<file path="src/rtl/if_fetch_queue.sv">
// if_fetch_queue: decoupled instruction fetch front end for the 5-stage MIPS pipe.
//
// The block issues word fetches to a variable-latency instruction memory and
// buffers the in-order responses in a DEPTH-entry queue. The queue head drives
// the IF/ID register as {PC+4, instruction}. A branch redirect flushes the queue
// and marks every in-flight response as stale, so those responses are dropped
// when they arrive.
//
// Ports:
//   clk, rst              clock (rising edge), async active-low reset
//   imem_req_valid/ready  fetch request handshake
//   imem_req_addr         word-aligned fetch address
//   imem_rsp_valid/data   in-order fetch response
//   redirect, redirect_pc taken branch from MEM and its target
//   id_stall              IF/ID cannot accept this cycle
//   id_valid/pc4/instr    queue head (PC+4 and instruction; zeros when empty)
module if_fetch_queue #(
  parameter int          DEPTH    = 4,
  parameter logic [31:0] RESET_PC = 32'h0000_0000
) (
  input  logic        clk,
  input  logic        rst,
  output logic        imem_req_valid,
  input  logic        imem_req_ready,
  output logic [31:0] imem_req_addr,
  input  logic        imem_rsp_valid,
  input  logic [31:0] imem_rsp_data,
  input  logic        redirect,
  input  logic [31:0] redirect_pc,
  input  logic        id_stall,
  output logic        id_valid,
  output logic [31:0] id_pc4,
  output logic [31:0] id_instr
);

  localparam int PW = (DEPTH > 1) ? $clog2(DEPTH) : 1;
  localparam int CW = PW + 1;

  typedef struct packed {
    logic [31:0] pc4;
    logic [31:0] instr;
  } entry_t;

  logic [31:0]  fetch_pc_q, fetch_pc_d;
  logic [31:0]  rsp_pc_q,   rsp_pc_d;
  logic [CW-1:0] out_q,     out_d;     // requests accepted, response not yet seen
  logic [CW-1:0] disc_q,    disc_d;    // stale responses still to be dropped
  logic [CW-1:0] cnt_q,     cnt_d;
  logic [PW-1:0] rd_ptr_q,  rd_ptr_d;
  logic [PW-1:0] wr_ptr_q,  wr_ptr_d;
  entry_t [DEPTH-1:0] q_mem_q;

  logic [CW-1:0] inflight;
  logic          accept, push, pop;
  logic [31:0]   redir_al;

  // Low PC bits are forced to zero everywhere; keep them visible to lint.
  logic unused_lowbits;
  assign unused_lowbits = ^{redirect_pc[1:0], fetch_pc_q[1:0]};

  assign redir_al = {redirect_pc[31:2], 2'b00};

  // Gate on outstanding + queued so every response always has a free slot.
  assign inflight       = out_q + cnt_q;
  assign imem_req_valid = rst && !redirect && (inflight < CW'(DEPTH));
  assign imem_req_addr  = {fetch_pc_q[31:2], 2'b00};

  assign accept = imem_req_valid && imem_req_ready;
  assign push   = imem_rsp_valid && (disc_q == '0) && !redirect;
  assign pop    = id_valid && !id_stall && !redirect;

  assign id_valid = (cnt_q != '0);
  assign id_pc4   = id_valid ? q_mem_q[rd_ptr_q].pc4   : 32'h0;
  assign id_instr = id_valid ? q_mem_q[rd_ptr_q].instr : 32'h0;

  // In-flight count after this cycle; also the stale count loaded on redirect.
  assign out_d = out_q + CW'(accept) - CW'(imem_rsp_valid);

  always_comb begin
    fetch_pc_d = fetch_pc_q;
    rsp_pc_d   = rsp_pc_q;
    disc_d     = disc_q;
    cnt_d      = cnt_q;
    rd_ptr_d   = rd_ptr_q;
    wr_ptr_d   = wr_ptr_q;
    if (redirect) begin
      fetch_pc_d = redir_al;
      rsp_pc_d   = redir_al;
      disc_d     = out_d;
      cnt_d      = '0;
      rd_ptr_d   = '0;
      wr_ptr_d   = '0;
    end else begin
      if (accept)
        fetch_pc_d = fetch_pc_q + 32'd4;
      if (imem_rsp_valid && (disc_q != '0))
        disc_d = disc_q - CW'(1);
      if (push) begin
        rsp_pc_d = rsp_pc_q + 32'd4;
        wr_ptr_d = wr_ptr_q + PW'(1);
      end
      if (pop)
        rd_ptr_d = rd_ptr_q + PW'(1);
      cnt_d = cnt_q + CW'(push) - CW'(pop);
    end
  end

  always_ff @(posedge clk or negedge rst) begin
    if (!rst) begin
      fetch_pc_q <= RESET_PC;
      rsp_pc_q   <= RESET_PC;
      out_q      <= '0;
      disc_q     <= '0;
      cnt_q      <= '0;
      rd_ptr_q   <= '0;
      wr_ptr_q   <= '0;
    end else begin
      fetch_pc_q <= fetch_pc_d;
      rsp_pc_q   <= rsp_pc_d;
      out_q      <= out_d;
      disc_q     <= disc_d;
      cnt_q      <= cnt_d;
      rd_ptr_q   <= rd_ptr_d;
      wr_ptr_q   <= wr_ptr_d;
    end
  end

  // Storage needs no reset: the head is masked to zero while the queue is empty.
  always_ff @(posedge clk) begin
    if (push)
      q_mem_q[wr_ptr_q] <= '{pc4: rsp_pc_q + 32'd4, instr: imem_rsp_data};
  end

endmodule

</file>
<file path="config.mk">
export PLATFORM = sky130hd
export DESIGN_NAME = if_fetch_queue
export DESIGN_NICKNAME = d
export VERILOG_FILES = /design/src/rtl/if_fetch_queue.sv
export SDC_FILE = /design/constraint.sdc
export NUM_CORES = 1
export LEC_CHECK = 0
export ABC_AREA = 1
export ABC_CLOCK_PERIOD_IN_PS = 4600
export BUFFER_PORTS_ARGS = -buffer_cell sky130_fd_sc_hd__buf_2
export CAP_MARGIN = 0
export CORE_MARGIN = 5
export CORE_UTILIZATION = 59
export CTS_CLUSTER_DIAMETER = 100
export DETAILED_ROUTE_END_ITERATION = 10
export PLACE_DENSITY = 0.8
export SETUP_SLACK_MARGIN = 0.15
export SYNTH_ARGS = -nofsm -noshare
export SYNTH_HDL_FRONTEND = slang
export SYNTH_SLANG_ARGS = --single-unit
export TNS_END_PERCENT = 10
</file>
<file path="constraint.sdc">
create_clock -name clk -period 4.6 [get_ports clk]
set_input_delay 0 -clock clk [delete_from_list [all_inputs] [get_ports clk]]
set_output_delay 0 -clock clk [all_outputs]
set_load 0.02 [all_outputs]
</file>
==> reports/qor.csv, run 1 <==
stage;metric;value;unit
route;route.antenna.remaining_nets;0;
timing;hold_viol_final;0;
cts;hold_buffers;70;
floorplanning;initial_core_util;60.04;%
worst_setup_path;r2r-end;q_mem_q[212]$_DFFE_PP_;
floorplanning;rows;57;
timing;setup_viol;0;
cts;cts_root_buf;clkbuf_16;
power_and_ir_drop;power.density;512.1;nW/um^2
power_and_ir_drop;p_int;5713;uW
job;cap_violations;0;
worst_setup_path;cp_data_required_time;4600;ps
floorplanning;core;24390;um^2
power_and_ir_drop;pwr-share-clk;28.1;%
worst_setup_path;rr_startpoint;disc_q[0]$_DFFE_PN0P_;
floorplanning;die_x;167.6;um
worst_setup_path;reg2reg_slack;1600;ps
yosys;yosysSeqAreaShare;63.32;%
global_routing;grt_max_degree;72;
finish;antennaDiodeCount;0;
worst_setup_path;end_kind;output port;
yosys;synth_warnings;0;
finish;fin_nets;1780;
cts;cts.sink_count;321;
yosys;ys_ff_latch;321;
power_and_ir_drop;pwr-share-seq;41.2;%
worst_hold_path;hold_path_startpoint;redirect;
yosys;syn_inst;1482;
place;gp_congestion;0.9585;
power_and_ir_drop;power.switching;3211;uW
timing;whs;69.83;ps
timing;slew_violations;0;
worst_setup_path;worstPathArrival;3070;ps
worst_hold_path;hold_path_class;in -> reg;
place;placed_area;15720;um^2
cts;clk_pin_slew;60;ps
worst_setup_path;crit_fanout;63;
power_and_ir_drop;ir_drop;0.4023;mV
timing;skew;18.48;ps
place;numPlacedInstances;1917;
cts;tritoncts;built;
timing;fmax;325.5;MHz
place;dp_hpwl;21470;um
power_and_ir_drop;p_sw_share;35.98;%
worst_setup_path;critPathKind;reg -> out;
status;status;finished clean;
timing;worst_pin_slew;930.7;ps
finish;drive_above_1_share;15.30;%
global_routing;grt_use_total;24.81;%
cts;cts-buffers-inserted;30;
finish;final_common_cell;nor2_1;
global_routing;grt_pass1_wl;56400;um
floorplanning;die_area;28070;um^2
route;firstDrtPassIters;6;
route;wl_per_cell;17.63;um
global_routing;antenna_found_initial;0;
global_routing;grt_overflow;0;
power_and_ir_drop;power.total;8924;uW
finish;area_growth;19.00;%
power_and_ir_drop;p_leak;0.007030;uW
route;vias;11470;
power_and_ir_drop;p_comb_share;30.7;%
cts;insertion_delay;550;ps
finish;design_area;17430;um^2
timing;fin_setup_tns;0;ps
cts;max-clock-path-buffers;3;
route;wirelength;36010;um
place;port_buffers;161;
global_routing;grt_pass1_vias;11060;
cts;cts_resized;0;
worst_setup_path;critPathCapture;id_instr[13];
cts;cts_setup_buffers;0;
cts;h-tree-depth;1;
finish;final_cells;2043;
timing;finalCritPeriodShare;66.79;%
worst_setup_path;r2r_cells;8;
route;drt-initial-drc-count;1078;
finish;final_cell_mix;nor2_1 (302), nand2_1 (264), edfxtp_1 (248);
floorplanning;io_pins;168;
yosys;synth_area;14650;um^2
yosys;yosysUniqueCellTypes;42;
route;viasPerCell;5.615;
worst_setup_path;critPathLaunchType;register;
timing;slew_headroom;37.96;%
floorplanning;die_h;167.6;um
worst_setup_path;crit_start;rd_ptr_q[0]$_DFFE_PN0P_;
route;drc_errors;0;
timing;period_minus_slack;3072;ps
timing;rsz0062_at_grt;false;
yosys;syn_avg_cell_area;9.882;um^2
state kept, by name, summed over array words and instances, names as in the netlist:
signal / count
cnt_q: 3
wr_ptr_q: 2
q_mem_q: 248
fetch_pc_q: 30
out_q: 3
disc_q: 3
rd_ptr_q: 2
rsp_pc_q: 30
layout make-up:
cell class	instances	area (um^2)
clock buffer	44	834.6
clock inverter	12	168.9
fill	1690	6963
inverter	94	352.8
multi-input combinational	1003	4751
sequential	321	9279
tap	324	405.4
timing repair buffer	245	1637
layer usage:
layer	vias up	wire [um]	global-route usage (%)
met5	-	0	0
met1	5455	14600	33.96
met3	74	3009	4.125
met4	0	969	8.645
li1	5398	-	-
met2	545	17430	40.75
cells by family after synthesis:
logic type / synth area share (%)
other: 0.02561
xor gates and xnor gates: 1.974
buffers and inverters: 4.537
DFF: 63.32
and+or+nand+nor: 20.91
adders and majority gates: 1.384
AOI/OAI and AO/OA: 7.843
critical path, stage by stage, from the launching register on:
cell	delay, ps
dfrtp_4	750
inv_2	530
buf_4	530
o21ai_0	210
a21oi_1	260
buf_2	210
cells in the mapped netlist (all sizes together):
master	instances	area, um^2
o21bai	2	15.01
and2	3	18.77
xnor2	12	105.1
and3	2	12.51
conb	1	3.750
or2	3	18.77
nand3	101	520.5
a21oi	68	340.3
o22ai	3	18.77
or3	1	6.260
inv	94	352.8
nor2	326	1306
clkbuf	34	127.6
a21boi	1	7.510
o221ai	2	17.52
nor2b	1	6.260
nand4	7	58.81
nor3	12	70.07
xor2	21	183.9
ha	13	162.7
a31oi	1	6.260
dfrtp	73	1827
edfxtp	248	7447
nand3b	3	22.52
o211ai	4	30.03
o21ai	141	705.7
nand2	269	1022
buf	33	183.9
a21o	1	7.510
fa	2	40.04
how the worst min path moves through the flow:
stage	end	slack [ps]	cells past startpoint
floorplan	cnt_q[0]$_DFF_PN0_	-300	0
finish	cnt_q[1]$_DFF_PN0_	70	2
CTS	cnt_q[1]$_DFF_PN0_	40	2
detailed placement	fetch_pc_q[28]$_DFFE_PN0P_	-170	1
global route	cnt_q[1]$_DFF_PN0_	70	2
global placement	fetch_pc_q[28]$_DFFE_PN0P_	-160	1
power by group through the flow:
| stage | logic [uW] | registers (uW) | clock network, uW |
|---|---|---|---|
| floorplan | 1810 | 3680 | 0 |
| global placement | 2590 | 3710 | 0 |
| detailed placement | 2660 | 3720 | 0 |
| CTS | 2730 | 3670 | 2540 |
| global route | 3000 | 3700 | 2670 |
| finish | 2740 | 3680 | 2510 |
metrics by stage:
step	util (%)	setup WS [ps]
5_1_grt	71.45	1328
2_1_floorplan	-	403.2
3_5_place_dp	64.47	1629
3_3_place_gp	64.47	1679
6_report	71.45	1528
4_1_cts	71.45	1557
Note: power is estimated with default switching activity, not from simulation.
==> inputs of run 2 (changes only) <==
- ABC_AREA: 1 -> 0
- ABC_CLOCK_PERIOD_IN_PS: 4600 -> 2950
- CORE_UTILIZATION: 59 -> 58
- PLACE_DENSITY: 0.8 -> 0.79
- clock period: 4.6 -> 2.95 ns (I/O delays scaled with it)
==> reports/qor.csv, run 2 <==
stage;metric;value;unit;change
power_and_ir_drop;p_int;8998;uW;was 5713 uW
global_routing;grt_max_degree;65;;was 72
worst_setup_path;cp_data_required_time;3410;ps;was 4600 ps
yosys;syn_avg_cell_area;15.42;um^2;was 9.882 um^2
route;wl_per_cell;19.51;um;was 17.63 um
yosys;ys.flop_type;edfxtp_1;;unchanged
floorplanning;rows;57;;unchanged
timing;whs;38.19;ps;was 69.83 ps
worst_setup_path;cpLargestDelayFamily;adder cells;;was buffers and inverters
timing;setup_viol;0;;unchanged
route;route.antenna.remaining_nets;0;;unchanged
worst_setup_path;critPathLaunchType;register;;unchanged
yosys;synth_top_area_share;52.77;%;was 50.85%
yosys;yosysTopAreaCell;edfxtp_1;;unchanged
worst_setup_path;worstPathArrival;3060;ps;was 3070 ps
finish;antennaDiodeCount;0;;unchanged
route;vias;8547;;was 11470
worst_setup_path;critPathBufInv;2;;was 3
worst_hold_path;hold_path_class;in -> reg;;unchanged
cts;max-clock-path-buffers;3;;unchanged
yosys;postSynth.asyncResetShare;22.74;%;unchanged
yosys;synth-edff-count;248;;unchanged
worst_setup_path;slowest_delay;420;ps;was 750 ps
floorplanning;die_x;166.0;um;was 167.6 um
worst_setup_path;crit_fanout;2;;was 63
power_and_ir_drop;power.switching;4274;uW;was 3211 uW
status;status;finished clean;;unchanged
worst_setup_path;critPathKind;reg -> reg;;was reg -> out
floorplanning;die_area;27550;um^2;was 28070 um^2
power_and_ir_drop;ir_drop;0.5863;mV;was 0.4023 mV
finish;post-route-util;70.92;%;was 71.45%
job;cap_violations;0;;unchanged
power_and_ir_drop;pwr-share-clk;28.1;%;about the same
yosys;ys_ff_latch;321;;unchanged
global_routing;grt_use_total;20.97;%;was 24.81%
timing;fmax;384.5;MHz;
floorplanning;initial_core_util;58.54;%;was 60.04%
yosys;syn_inst;915;;was 1482
yosys;synth.area.top_cells;edfxtp_1 (53%), dfrtp_1 (13%), mux4_2 (9.9%);;was edfxtp_1 (51%), dfrtp_1 (12%), nor2_1 (7.9%)
global_routing;antenna_found_initial;0;;unchanged
timing;slew_violations;0;;unchanged
finish;drive_above_1_share;29.01;%;was 15.30%
floorplanning;io_pins;168;;unchanged
worst_hold_path;hold_path_startpoint;imem_req_ready;;was redirect
finish;largest_reg_flops;248;;unchanged
timing;hold_viol_final;0;;unchanged
finish;final_common_cell;edfxtp_1;;was nor2_1
worst_setup_path;crit_start;out_q[1]$_DFF_PN0_;;was rd_ptr_q[0]$_DFFE_PN0P_
yosys;synth_warnings;0;;unchanged
floorplanning;core;24110;um^2;was 24390 um^2
cts;clk_pin_slew;70;ps;was 60 ps
yosys;synthTopCellsByCount;edfxtp_1 (248), dfrtp_1 (73), nor2b_1 (64);;was nor2_1 (307), nand2_1 (264), edfxtp_1 (248)
worst_setup_path;path_cells;ha_4, a31oi_4, xor2_2, nor2_2, nand2_1, ha_1, inv_1, ha_1, inv_1, fa_2, xnor2_1, xnor2_1, nand2_1, o21ai_0;;was inv_2, buf_4, o21ai_0, a21oi_1, buf_2
route;firstDrtPassIters;7;;was 6
global_routing;grt_pass1_vias;8903;;was 11060
cts;cts.sink_count;321;;unchanged
global_routing;grt_pass1_wl;47230;um;was 56400 um
power_and_ir_drop;p_comb_share;31.0;%;was 30.7%
route;viasPerCell;5.687;;was 5.615
timing;finalCritPeriodShare;88.17;%;
power_and_ir_drop;pwr-share-seq;40.9;%;was 41.2%
power_and_ir_drop;p_sw_share;32.20;%;was 35.98%
yosys;yosysMostFrequentCell;edfxtp_1;;was nor2_1
route;drc_errors;0;;unchanged
finish;regMostFlops;q_mem_q;;unchanged
cts;cts-buffers-inserted;31;;was 30
route;drt-initial-drc-count;638;;was 1078
timing;skew;10.42;ps;was 18.48 ps
worst_setup_path;crit_slowest_cell;dfrtp_1;;was dfrtp_4
yosys;synth_area;14110;um^2;was 14650 um^2
cts;h-tree-depth;1;;unchanged
timing;rsz0062_at_grt;false;;unchanged
worst_setup_path;rr_startpoint;out_q[1]$_DFF_PN0_;;was disc_q[0]$_DFFE_PN0P_
power_and_ir_drop;p_leak;0.006118;uW;was 0.007030 uW
power_and_ir_drop;power.density;776.4;nW/um^2;was 512.1 nW/um^2
yosys;yosysSeqAreaShare;65.72;%;was 63.32%
route;wirelength;29320;um;was 36010 um
place;dp_hpwl;18360;um;was 21470 um
cts;cts_root_buf;clkbuf_16;;unchanged
finish;fin_nets;1240;;was 1780
finish;final_cell_mix;edfxtp_1 (248), buf_2 (160), dfrtp_1 (71);;was nor2_1 (302), nand2_1 (264), edfxtp_1 (248)
place;port_buffers;161;;unchanged
timing;slew_headroom;39.91;%;was 37.96%
worst_setup_path;end_kind;register;;was output port
finish;area_growth;21.15;%;was 19.00%
cts;insertion_delay;540;ps;was 550 ps
place;gp_congestion;0.9104;;was 0.9585
floorplanning;die_h;166.0;um;was 167.6 um
timing;period_minus_slack;2601;ps;
cts;tritoncts;built;;unchanged
finish;reg_top3;q_mem_q (248), fetch_pc_q (30), rsp_pc_q (30);;unchanged
timing;worst_pin_slew;898.4;ps;was 930.7 ps
yosys;yosysUniqueCellTypes;54;;was 42
global_routing;grt_overflow;0;;unchanged
==> run 2: through the flow <==
step	TNS (ps)	instance area [um^2]	setup slack [ps]	power [uW]	instances
3_3_place_gp	0	15410	156.0	9426	1376
5_1_grt	0	17100	186.4	13920	1503
2_1_floorplan	-44030	14130	-355.1	8219	918
6_report	0	17100	349.0	13270	1503
3_5_place_dp	0	15410	108.1	9494	1376
4_1_cts	0	17060	186.3	13310	1500
==> run 2: path summary, 6_finish.rpt <==
kind | endpoint | slack [ps] | cells after the start
worst max register to register | disc_q[2]$_DFFE_PN0P_ | 350 | 14
max in group asynchronous | rd_ptr_q[0]$_DFFE_PN0P_ | 1540 | 3
worst min register to register | disc_q[1]$_DFFE_PN0P_ | 550 | 2
worst max-delay path | disc_q[2]$_DFFE_PN0P_ | 350 | 14
min in group asynchronous | fetch_pc_q[4]$_DFFE_PN0P_ | 240 | 3
worst min-delay path | fetch_pc_q[19]$_DFFE_PN0P_ | 40 | 5
==> run 2: cells by family (layout without fill, tap and decap cells) <==
| family | Yosys count | after routing | synth area share, % |
|---|---|---|---|
| other | 1 | 4 | 0.02657 |
| adder cells (fa/ha/maj) | 15 | 15 | 1.436 |
| AO/OA/AOI/OAI | 51 | 51 | 2.270 |
| XOR/XNOR | 84 | 84 | 5.266 |
| flip-flops | 321 | 321 | 65.72 |
| AND/OR/NAND/NOR | 283 | 283 | 11.19 |
| buffers and inverters | 72 | 333 | 2.163 |
| multiplexers | 88 | 88 | 11.93 |
==> run 2: per-layer routing <==
layer / part of all wire [%] / track usage [%] / vias up / routed length [um]
met4: 1.5 / 4.125 / 0 / 434
met2: 49 / 35.37 / 343 / 14450
li1: - / - / 3920 / -
met1: 42 / 29.42 / 4244 / 12330
met5: 0 / 0 / - / 0
met3: 7.2 / 3.642 / 40 / 2102
==> run 2: layout make-up <==
class	instances	area, um^2
repair buffers	257	1797
inverters	19	71.32
fillers	1575	7009
well taps	324	405.4
flip-flops and latches	321	9279
clock inverters	14	126.4
clock buffers	43	830.8
multi-input cells	525	4587
==> run 2: power groups by stage <==
stage	combinational, uW	clock (uW)	sequential [uW]
6_report	4110	3730	5430
5_1_grt	4470	3990	5460
4_1_cts	4080	3800	5430
3_5_place_dp	3980	0	5510
3_3_place_gp	3920	0	5500
2_1_floorplan	2730	0	5490
==> run 2: tightest hold or removal path, delay by kind of cell <==
kind                   cells  cell delay (ps)
AO/OA/AOI/OAI              1               70
buffers and inverters      1              120
AND/OR/NAND/NOR            3              350
==> run 2: what timing repair did <==
action	in CTS	in global routing
setup buffers	0	3
hold buffers	67	0
endpoints found under the setup margin	1	2
gates resized for setup	2	3
pin swaps	0	4
endpoints found under the hold margin	268	0
==> inputs of run 3 (changes only) <==
- PLACE_DENSITY: 0.79 -> 0.76
==> reports/qor.csv, run 3 (synthesis gave the netlist of run 2 again) <==
stage;metric;value;unit;change
global_routing;grt_max_degree;65;;unchanged
floorplanning;io_pins;168;;unchanged
route;wirelength;29610;um;was 29320 um
timing;finalCritPeriodShare;88.52;%;was 88.17%
place;placed_area;15350;um^2;was 15410 um^2
timing;skew;11.55;ps;was 10.42 ps
worst_setup_path;end_kind;register;;unchanged
route;route.antenna.remaining_nets;0;;unchanged
finish;final_cell_mix;edfxtp_1 (248), buf_2 (160), dfrtp_1 (71);;unchanged
power_and_ir_drop;p_leak;0.006100;uW;was 0.006118 uW
finish;final_cells;1503;;unchanged
cts;h-tree-depth;1;;unchanged
finish;fin_nets;1242;;was 1240
route;firstDrtPassIters;5;;was 7
worst_setup_path;crit_fanout;2;;unchanged
cts;cts-buffers-inserted;31;;unchanged
cts;tritoncts;built;;unchanged
finish;largest_reg_flops;248;;unchanged
timing;slew_violations;0;;unchanged
timing;rsz0062_at_grt;false;;unchanged
cts;max-clock-path-buffers;3;;unchanged
floorplanning;die_x;166.0;um;unchanged
worst_setup_path;worstPathArrival;3090;ps;was 3060 ps
floorplanning;initial_core_util;58.54;%;unchanged
route;viasPerCell;5.624;;was 5.687
worst_setup_path;cp_data_required_time;3430;ps;was 3410 ps
power_and_ir_drop;power.density;775.0;nW/um^2;was 776.4 nW/um^2
finish;area_growth;20.48;%;was 21.15%
cts;cts_root_buf;clkbuf_16;;unchanged
global_routing;grt_pass1_vias;8697;;was 8903
finish;antennaDiodeCount;0;;unchanged
worst_hold_path;hold_path_class;in -> async;;was in -> reg
finish;regMostFlops;q_mem_q;;unchanged
cts;insertion_delay;560;ps;was 540 ps
route;drc_errors;0;;unchanged
timing;worst_pin_slew;791.5;ps;was 898.4 ps
worst_setup_path;path_cells;ha_4, a31oi_4, xor2_2, nor2_2, nand2_1, ha_1, inv_1, ha_1, inv_1, fa_1, xnor2_1, xnor2_1, nand2_1, o21ai_1;;was ha_4, a31oi_4, xor2_2, nor2_2, nand2_1, ha_1, inv_1, ha_1, inv_1, fa_2, xnor2_1, xnor2_1, nand2_1, o21ai_0
timing;slew_headroom;47.23;%;was 39.91%
place;dp_hpwl;18650;um;was 18360 um
cts;cts.sink_count;321;;unchanged
timing;setup_viol;0;;unchanged
finish;design_area;17000;um^2;was 17100 um^2
route;drt-initial-drc-count;552;;was 638
global_routing;grt_use_total;21.16;%;was 20.97%
finish;fillers;1591;;was 1575
timing;period_minus_slack;2611;ps;was 2601 ps
place;port_buffers;161;;unchanged
power_and_ir_drop;ir_drop;0.5808;mV;was 0.5863 mV
timing;hold_viol_final;0;;unchanged
global_routing;grt_overflow;0;;unchanged
place;gp_congestion;0.8725;;was 0.9104
job;cap_violations;0;;unchanged
floorplanning;rows;57;;unchanged
worst_setup_path;critPathKind;reg -> reg;;unchanged
finish;post-route-util;70.53;%;was 70.92%
worst_setup_path;critPathLaunchType;register;;unchanged
route;wl_per_cell;19.70;um;was 19.51 um
cts;clk_pin_slew;60;ps;was 70 ps
global_routing;grt_pass1_wl;47130;um;was 47230 um
finish;final_common_cell;edfxtp_1;;unchanged
finish;reg_top3;q_mem_q (248), fetch_pc_q (30), rsp_pc_q (30);;unchanged
floorplanning;die_h;166.0;um;unchanged
worst_setup_path;crit_slowest_cell;dfrtp_1;;unchanged
status;status;finished clean;;unchanged
timing;whs;23.95;ps;was 38.19 ps
finish;drive_above_1_share;28.67;%;was 29.01%
worst_setup_path;slowest_delay;410;ps;was 420 ps
floorplanning;core;24110;um^2;unchanged
route;vias;8453;;was 8547
global_routing;antenna_found_initial;0;;unchanged
floorplanning;die_area;27550;um^2;unchanged
place;numPlacedInstances;1378;;was 1376
timing;fmax;382.9;MHz;was 384.5 MHz
-- run 3: cell count changes in the layout (fill, tap and decap cells not counted), moves of 2 or more --
cell        previous run  this run
buf_4                 22        30
buf_12                 8         2
clkinvlp_4             3         1
clkinv_1               2         6
clkinv_2               8         5
-- run 3: per-layer routing --
layer | GRT usage (%) | up-vias | part of all wire, %
met4 | 4.161 | 0 | 1.5
li1 | - | 3918 | -
met1 | 29.79 | 4208 | 44
met5 | 0 | - | 0
met2 | 35.55 | 293 | 49
met3 | 3.713 | 34 | 6.3
-- run 3: critical path: cells and delay by family (launching register included) --
kind	cells	cell delay, ps
AO/OA/AOI/OAI	2	290
XOR/XNOR	3	450
adder cells (fa/ha/maj)	4	1010
buffers and inverters	2	110
flip-flops	1	410
AND/OR/NAND/NOR	3	270
-- run 3: worst paths after layout --
path / startpoint / to / slack, ps / depth (start not counted)
min in group clk: imem_rsp_data[3] / q_mem_q[67]$_DFFE_PP_ / 200 / 2
worst min-delay path: rst / fetch_pc_q[10]$_DFFE_PN0P_ / 20 / 3
worst max register to register: out_q[1]$_DFF_PN0_ / disc_q[2]$_DFFE_PN0P_ / 340 / 14
worst min register to register: out_q[2]$_DFF_PN0_ / out_q[2]$_DFF_PN0_ / 540 / 1
worst max-delay path: out_q[1]$_DFF_PN0_ / disc_q[2]$_DFFE_PN0P_ / 340 / 14
max in group asynchronous: rst / rd_ptr_q[0]$_DFFE_PN0P_ / 1910 / 4
-- run 3: area by class of cell --
cell class / instances / area (um^2) / share of cell area [%]
repair buffers: 259 / 1737 / 10.21
well taps: 324 / 405.4 / 2.384
flip-flops and latches: 321 / 9279 / 54.57
inverters: 19 / 71.32 / 0.4195
multi-input cells: 525 / 4592 / 27.01
clock inverters: 13 / 101.3 / 0.5961
clock buffers: 42 / 817.0 / 4.805
-- run 3: where the power goes --
group          internal (uW)  switching [uW]  leakage, uW
Clock                   2020            1580     0.000446
Sequential              5190             309      0.00309
Combinational           1670            2400      0.00257
-- run 3: through the flow --
stage	TNS, ps	setup WS [ps]	total power, uW
final	0	338.6	13180
after global routing	0	167.5	13810
after CTS	0	162.5	13200
after detailed placement	0	73.28	9510
after global placement	0	148.1	9458
after floorplan	-44030	-355.1	8219
-- run 3: timing repair --
item,in CTS,in global routing
endpoints found under the setup margin,1,1
resized for setup,2,4
hold buffers,67,0
hold endpoints to repair,223,0
setup buffers,0,3
pin swaps,0,5
